`config.mk`:
```
export PLATFORM = sky130hd
export DESIGN_NAME = hci_core_mem_resp_buffer
export DESIGN_NICKNAME = d
export VERILOG_FILES = /design/src/rtl/hci_core_mem_resp_buffer.sv
export SDC_FILE = /design/constraint.sdc
export NUM_CORES = 1
export LEC_CHECK = 0
export BUFFER_PORTS_ARGS = -buffer_cell sky130_fd_sc_hd__buf_4
export CORE_MARGIN = 2
export CORE_UTILIZATION = 29
export CTS_CLUSTER_DIAMETER = 100
export DETAILED_ROUTE_END_ITERATION = 7
export GPL_TIMING_DRIVEN = 0
export PLACE_DENSITY_LB_ADDON = 0.1
export SYNTH_ARGS = -nofsm -noshare
export SYNTH_HDL_FRONTEND = slang
export SYNTH_SLANG_ARGS = --single-unit
export TNS_END_PERCENT = 10
```
`constraint.sdc`:
```
create_clock -name clk_i -period 3.3 [get_ports clk_i]
set_input_delay 0.165 -clock clk_i [delete_from_list [all_inputs] [get_ports clk_i]]
set_output_delay 0.165 -clock clk_i [all_outputs]
set_load 0.02 [all_outputs]
```
`src/rtl/hci_core_mem_resp_buffer.sv`:
```
// HCI core-to-memory bridge that tags requests with a rolling ID and buffers
// every memory response so that core-side lrdy backpressure never drops data.
module hci_core_mem_resp_buffer #(
    parameter int unsigned DW    = 32,
    parameter int unsigned AW    = 32,
    parameter int unsigned BW    = 8,
    parameter int unsigned UW    = 1,
    parameter int unsigned IW    = 8,
    parameter int unsigned DEPTH = 4
) (
    input  logic                       clk_i,
    input  logic                       rst_ni,
    input  logic                       clear_i,
    input  logic                       s_req_i,
    output logic                       s_gnt_o,
    input  logic [AW-1:0]              s_add_i,
    input  logic                       s_wen_i,
    input  logic [DW-1:0]              s_data_i,
    input  logic [DW/BW-1:0]           s_be_i,
    input  logic [UW-1:0]              s_user_i,
    input  logic                       s_lrdy_i,
    output logic [DW-1:0]              s_r_data_o,
    output logic                       s_r_valid_o,
    output logic                       s_r_opc_o,
    output logic [UW-1:0]              s_r_user_o,
    output logic                       m_req_o,
    input  logic                       m_gnt_i,
    output logic [AW-1:0]              m_add_o,
    output logic                       m_wen_o,
    output logic [DW-1:0]              m_data_o,
    output logic [DW/BW-1:0]           m_be_o,
    output logic [UW-1:0]              m_user_o,
    output logic [IW-1:0]              m_id_o,
    input  logic [DW-1:0]              m_r_data_i,
    input  logic [IW-1:0]              m_r_id_i,
    input  logic [UW-1:0]              m_r_user_i,
    output logic [$clog2(DEPTH+1)-1:0] outstanding_o,
    output logic                       err_o
);

    localparam int unsigned CW = $clog2(DEPTH + 1);
    localparam int unsigned PW = (DEPTH > 1) ? $clog2(DEPTH) : 1;
    localparam logic [PW-1:0] LAST_PTR = PW'(DEPTH - 1);

    typedef struct packed {
        logic [DW-1:0] data;
        logic [UW-1:0] user;
        logic          opc;
    } entry_t;

    // Pointers wrap at DEPTH, which need not be a power of two.
    function automatic logic [PW-1:0] ptr_inc(input logic [PW-1:0] ptr);
        if (ptr == LAST_PTR) begin
            return '0;
        end else begin
            return ptr + PW'(1'b1);
        end
    endfunction

    entry_t          fifo_r [DEPTH];
    logic [PW-1:0]   wptr_r;
    logic [PW-1:0]   rptr_r;
    logic [CW-1:0]   count_r;
    logic            inflight_r;
    logic [IW-1:0]   id_r;
    logic [IW-1:0]   exp_id_r;
    logic            err_r;

    logic [CW-1:0]   occ_s;
    logic            can_accept_s;
    logic            hs_s;
    logic            push_s;
    logic            pop_s;
    logic            mismatch_s;
    entry_t          head_s;

    // Credit counts only registered state, so a pop frees its slot one cycle later
    // and s_lrdy_i never reaches s_gnt_o combinationally.
    always_comb begin
        occ_s        = count_r + CW'(inflight_r);
        can_accept_s = (occ_s < CW'(DEPTH)) && !clear_i;
        hs_s         = s_req_i && m_gnt_i && can_accept_s;
        push_s       = inflight_r;
        mismatch_s   = (m_r_id_i != exp_id_r);
        pop_s        = (count_r != '0) && s_lrdy_i;
        head_s       = fifo_r[rptr_r];
    end

    assign m_req_o       = s_req_i && can_accept_s;
    assign s_gnt_o       = m_gnt_i && can_accept_s;
    assign m_add_o       = s_add_i;
    assign m_wen_o       = s_wen_i;
    assign m_data_o      = s_data_i;
    assign m_be_o        = s_be_i;
    assign m_user_o      = s_user_i;
    assign m_id_o        = id_r;
    assign s_r_valid_o   = (count_r != '0);
    assign s_r_data_o    = head_s.data;
    assign s_r_user_o    = head_s.user;
    assign s_r_opc_o     = head_s.opc;
    assign outstanding_o = occ_s;
    assign err_o         = err_r;

    // Response storage: written one cycle after each handshake.
    always_ff @(posedge clk_i or negedge rst_ni) begin
        if (!rst_ni) begin
            for (int i = 0; i < int'(DEPTH); i++) begin
                fifo_r[i] <= '0;
            end
        end else if (push_s && !clear_i) begin
            fifo_r[wptr_r] <= '{data: m_r_data_i, user: m_r_user_i, opc: mismatch_s};
        end else begin
            fifo_r[wptr_r] <= fifo_r[wptr_r];
        end
    end

    // FIFO pointers and occupancy.
    always_ff @(posedge clk_i or negedge rst_ni) begin
        if (!rst_ni) begin
            wptr_r  <= '0;
            rptr_r  <= '0;
            count_r <= '0;
        end else if (clear_i) begin
            wptr_r  <= '0;
            rptr_r  <= '0;
            count_r <= '0;
        end else begin
            if (push_s) begin
                wptr_r <= ptr_inc(wptr_r);
            end
            if (pop_s) begin
                rptr_r <= ptr_inc(rptr_r);
            end
            case ({push_s, pop_s})
                2'b10:   count_r <= count_r + CW'(1'b1);
                2'b01:   count_r <= count_r - CW'(1'b1);
                default: count_r <= count_r;
            endcase
        end
    end

    // Request tagging, in-flight tracking and sticky ID-mismatch flag.
    always_ff @(posedge clk_i or negedge rst_ni) begin
        if (!rst_ni) begin
            inflight_r <= 1'b0;
            id_r       <= '0;
            exp_id_r   <= '0;
            err_r      <= 1'b0;
        end else if (clear_i) begin
            inflight_r <= 1'b0;
            id_r       <= '0;
            exp_id_r   <= exp_id_r;
            err_r      <= 1'b0;
        end else begin
            inflight_r <= hs_s;
            if (hs_s) begin
                id_r     <= id_r + IW'(1'b1);
                exp_id_r <= id_r;
            end
            if (push_s && mismatch_s) begin
                err_r <= 1'b1;
            end
        end
    end

endmodule
```
* After elaboration in Yosys (flattened, before gate mapping)
Index checks and enable logic that the tools add are counted.
Word-level totals: register bits after elaboration 161, word-level logic and storage cells 78
Cells by class: add/subtract/negate cells 6, order comparisons 4, equality and inequality tests 5, multiplexer cells 24, bitwise gates (word level) 3, reduce and logical (&&, ||, !) cells 17
Operators by type and width (count):
- bitwise mux 136 bit | 2
- two-way mux 34 bit | 5
- binary-select mux 34 bit (select 2 bit) | 2
- two-way mux 136 bit | 1
- demux 34 bit (select 2 bit) | 1
- two-way mux 8 bit | 2
- two-way mux 2 bit | 6
- logical AND 1 bit | 9
- adder 8 x 1 -> 8 bit (second input constant) | 1
- inequality test 8 bit | 1
- nonzero test 2 bit | 4
- == test 2 bit (second input constant) | 3
- >= comparator 3 bit (second input constant) | 2
- inverter 2 -> 3 bit | 2
- one-hot mux 3 bit (2 select lines) | 1
- nonzero test 3 bit | 2
- adder 2 x 1 -> 2 bit (second input constant) | 2
- adder 3 x 1 -> 3 bit | 1
- adder 3 x 1 -> 3 bit (second input constant) | 1
- < comparator 3 x 1 -> 1 bit (second input constant) | 1
- < comparator 3 bit (second input constant) | 1
- two-way mux 1 bit | 3
- two-way mux 3 bit | 1
- subtractor 3 x 1 -> 3 bit (second input constant) | 1
- other kinds (4) | 4

* Logic depth before layout (Yosys ltp)
depth in word-level cells 7, depth in mapped cells 8, mapped depth without buffers 6

* Worst setup path before layout
Ideal clock, no wire load.
path kind reg-to-reg, from register count_r[0], to register id_r[7] (netlist: m_id_o[7]), library setup time 77 ps, data arrival time 1945 ps, data required time 3223 ps, path slack 1278 ps, cell stages (with the launch flop) 7, period minus slack after synthesis 2022 ps, cells stage by stage dfrtp_1 -> ha_1 -> ha_1 -> xnor2_2 -> nand4_4 -> or4_1 -> a21oi_1
Between the ends: word-level cells in the longest chain between the ends 5
RTL lines:
- start: declaration | line 63 | logic [CW-1:0] count_r;
- start signal: assignment | line 135 | 2'b10: count_r <= count_r + CW'(1'b1);
- start signal: assignment | line 136 | 2'b01: count_r <= count_r - CW'(1'b1);
- start signal: assignment | line 137 | default: count_r <= count_r;
- adder 3 x 1 -> 3 bit | line 80 | occ_s = count_r + CW'(inflight_r);
- < comparator 3 bit | line 81 | can_accept_s = (occ_s < CW'(DEPTH)) && !clear_i;
- logical AND 1 bit | line 81
- logical AND 1 bit | line 82 | hs_s = s_req_i && m_gnt_i && can_accept_s;
- nonzero test 2 bit (no source line)
- end signal: assignment | line 157 | id_r <= id_r + IW'(1'b1);
- end: declaration | line 65 | logic [IW-1:0] id_r;
No other way between the ends. A chain may end at the register's enable or synchronous reset.

* Final worst setup path
from register wptr_r[1], to register fifo_r[95] in the netlist's numbering
Between the ends: word-level cells in the longest chain between the ends 7, elaborated cells between the ends (all ways) 12, classes of those cells 2 x order compare; 8 x mux; 1 x bitwise; 1 x reduce/logical
RTL lines:
- start: declaration | line 61 | logic [PW-1:0] wptr_r;
- start signal: assignment | line 129 | wptr_r <= ptr_inc(wptr_r);
- inverter 2 -> 3 bit (not written as such) * | line 111, 113
- >= comparator 3 bit (not written as such) or < comparator 3 x 1 -> 1 bit (tied branches) | line 111, 113
- logical AND 1 bit (not written as such) | line 111, 113
- two-way mux 34 bit (not written as such) | line 111, 113
- demux 34 bit (select 2 bit) | line 111, 113
- bitwise mux 136 bit, on equally long branches | line 113, 111
- two-way mux 136 bit * | line 110 | end else if (push_s && !clear_i) begin
- end signal: indexed assignment | line 111 | fifo_r[wptr_r] <= '{data: m_r_data_i, user: m_r_user_i, opc: mismatch_s};
- end signal: indexed assignment | line 113 | fifo_r[wptr_r] <= fifo_r[wptr_r];
- end: declaration | line 60 | entry_t fifo_r [DEPTH];
Mark *: on every way between the ends. The rest lies on a longest branch, timed or not. The select of a mux whose other input is x is not followed.

==> flow_metrics.env <==
export IMPL_clk_pin_slew_ns=0.08
export IMPL_ios=236
export IMPL_drc=0
export IMPL_fin_area_mm2=0.01095
export IMPL_relSlewSlack_pct=41.69
export IMPL_grt_pass1_wl_mm=37.86
export IMPL_gp_congestion=0.7144
export IMPL_synth_distinct_cells=37
export IMPL_worstPathArrival_ns=3.12
export IMPL_finalCritPeriodShare_pct=86.19
export IMPL_num_vias=6373
export IMPL_min_to="exp_id_r[2]"
export IMPL_worstSetupStartpoint="wptr_r[1]"
export IMPL_r2r_end="fifo_r[95]"
export IMPL_synthArstFlopShare_pct=100.0
export IMPL_ant_nets=0
export IMPL_synth_seq_area_share_pct=47.08
export IMPL_fillers=2900
export IMPL_hold_class="in2reg"
export IMPL_crit_type="reg2reg"
export IMPL_via_per_inst=4.770
export IMPL_syn2layout_area_growth_pct=27.93
export IMPL_die_h_um=175.8
export IMPL_drv_slew=0
export IMPL_critPathLaunchType="flop"
export IMPL_setup_viol_count_final=0
export IMPL_yosys_warnings=0
export IMPL_rrSetupSlack_ns=0.46
export IMPL_dpl_worst_slack_ns=0.4288
export IMPL_vdd_drop_max_mv=0.3793
export IMPL_p_leak_nw=4.586
export IMPL_worst_hold_slack_ns=0.07201
export IMPL_grt_pass1_vias=6298
export IMPL_synthTopCellsByArea="dfrtp_1, mux4_2, a21oi_1, nor2_1, buf_4"
export IMPL_min_delay_start="m_gnt_i"
export IMPL_cts_resized=0
export IMPL_tns_ns=0
export IMPL_drt_total_wl_mm=24.90
export IMPL_netlist_area_mm2=0.008557
export IMPL_synthTopCellsByCount="dfrtp_1, nor2_1, a21oi_1"
export IMPL_cts_root_buf="clkbuf_16"
export IMPL_dpl_cell_count=1303
export IMPL_grt_antenna_before_repair=0
export IMPL_hold_depth=3
export IMPL_setup_slack_ns=0.4557
export IMPL_start_util_pct=29.65
export IMPL_synth_most_common_cell="dfrtp_1"
export IMPL_n_antenna_cell=0
export IMPL_synth_seq_cells=161
export IMPL_tritoncts="yes"
export IMPL_insertion_delay_ns=0.44
export IMPL_rsz0062_at_grt="no"
export IMPL_grt_max_degree=89
export IMPL_drtIter0Drc=354
export IMPL_ctsHoldBuffers=1
export IMPL_drive_gt1_share_pct=38.13
export IMPL_die_area_mm2=0.03090
export IMPL_total_power_mw=8.433
export IMPL_required_ns=3.58
export IMPL_die_x_um=175.8
export IMPL_first_pass_iters=5
export IMPL_status="complete, no violations"
export IMPL_worstPathMaxFanout=10
export IMPL_cts_buffer_depth=2
export IMPL_synth_cells=754
export IMPL_fmax_ghz=0.3516
export IMPL_maxCapViolations=0
export IMPL_cts_sinks=161
export IMPL_synth_area_per_cell_um2=11.35
export IMPL_final_setup_skew_ns=0.01587
export IMPL_portBuffers=164
export IMPL_post_route_min_period_ns=2.844
export IMPL_endpoint_kind="flop"
export IMPL_worstMarginPinSlew_ns=0.8747
export IMPL_nets=1065
export IMPL_hold_viol=0
export IMPL_synth_edf_count=0
export IMPL_power_density_mw_per_mm2=770.4
export IMPL_fin_cells=1336
export IMPL_dp_final_hpwl_mm=16.99
export IMPL_htree_levels=4
export IMPL_wire_per_inst_um=18.64
export IMPL_core_mm2=0.02886
export IMPL_postSynthNetCount=880
export IMPL_synthFlopType="dfrtp_1"
export IMPL_reg2reg_depth=8
export IMPL_rows=62
export IMPL_yosysTopAreaCell="dfrtp_1"
export IMPL_yosysTopAreaCellShare_pct=47.08
export IMPL_postPlaceCellArea_mm2=0.01030
export IMPL_gr_total_overflow=0
export IMPL_post_cts_buffers=0
export IMPL_grt_util_all_layers_pct=16.20
export IMPL_reg2reg_from="wptr_r[1]"
export IMPL_cts_inserted_buffers=17
export IMPL_fin_util_pct=37.93
-- worst max-delay path by stage --
stage                  end  slack [ns]
2_1_floorplan    m_id_o[7]        1.28
3_3_place_gp   fifo_r[129]        0.46
3_5_place_dp   fifo_r[116]        0.43
4_1_cts        fifo_r[122]        0.43
5_1_grt        fifo_r[134]        0.28
6_report        fifo_r[95]        0.46
-- where the power goes --
part | leakage [nW] | switching, mW | internal, mW
Clock | 0.303 | 0.905 | 1.24
Sequential | 1.65 | 0.410 | 2.51
Combinational | 2.63 | 1.73 | 1.65
Total | 4.59 | 3.04 | 5.39
-- routing by layer --
layer | GRT usage (%) | share of wire [%]
met2 | 26.07 | 49
met3 | 2.879 | 4.1
met5 | 0 | 0
met1 | 22.88 | 46
met4 | 3.581 | 0.82
-- logic make-up (layout without fill, tap and decap cells) --
group	count (synthesis)	count (layout)	synth area share, %
AND/OR/NAND/NOR	178	178	8.642
flip-flops	161	161	47.08
AO/OA/AOI/OAI	149	149	9.080
buffers and inverters	131	329	9.124
multiplexers	112	112	23.15
XOR/XNOR	14	14	1.521
adder cells (fa/ha/maj)	9	9	1.404
-- placed cells by master, fill, tap and decap left out, types with 4 or more instances in the layout --
| cell | count |
|---|---|
| nor2_1 | 149 |
| buf_2 | 12 |
| clkbuf_1 | 40 |
| a31oi_1 | 4 |
| ha_1 | 8 |
| xor2_1 | 9 |
| nor3_1 | 4 |
| clkbuf_16 | 17 |
| mux2i_1 | 37 |
| nand2_1 | 7 |
| a21oi_1 | 136 |
| xnor2_1 | 4 |
| mux4_2 | 68 |
| mux2_2 | 7 |
| o21ai_0 | 5 |
| inv_6 | 5 |
| dfrtp_1 | 161 |
| inv_1 | 5 |
| buf_4 | 236 |
-- flip-flops by register name, indices dropped and copies added (netlist names) --
name / flops
inflight_r: 1
rptr_r: 2
wptr_r: 2
exp_id_r: 8
m_id_o: 8
fifo_r: 136
err_o: 1
count_r: 3
-- final cells by class --
| type | count | area [µm²] | area share (%) |
|---|---|---|---|
| Sequential cell | 161 | 4029 | 36.80 |
| Multi-Input combinational cell | 462 | 3747 | 34.23 |
| Timing Repair Buffer | 166 | 1276 | 11.66 |
| Buffer | 126 | 762.0 | 6.961 |
| Tap cell | 384 | 480.5 | 4.389 |
| Clock buffer | 18 | 439.2 | 4.012 |
| Clock inverter | 14 | 193.9 | 1.772 |
| Inverter | 5 | 18.77 | 0.1714 |
-- worst max-delay path, stage by stage, from the launching register on --
cell      delay (ns)
dfrtp_1         0.39
buf_2           0.21
buf_1           0.37
inv_1           0.18
ha_1            0.16
clkbuf_1        0.17
clkbuf_1        0.50
clkbuf_1        0.56
a21oi_1         0.15
Power figures use the tool's default switching activity.
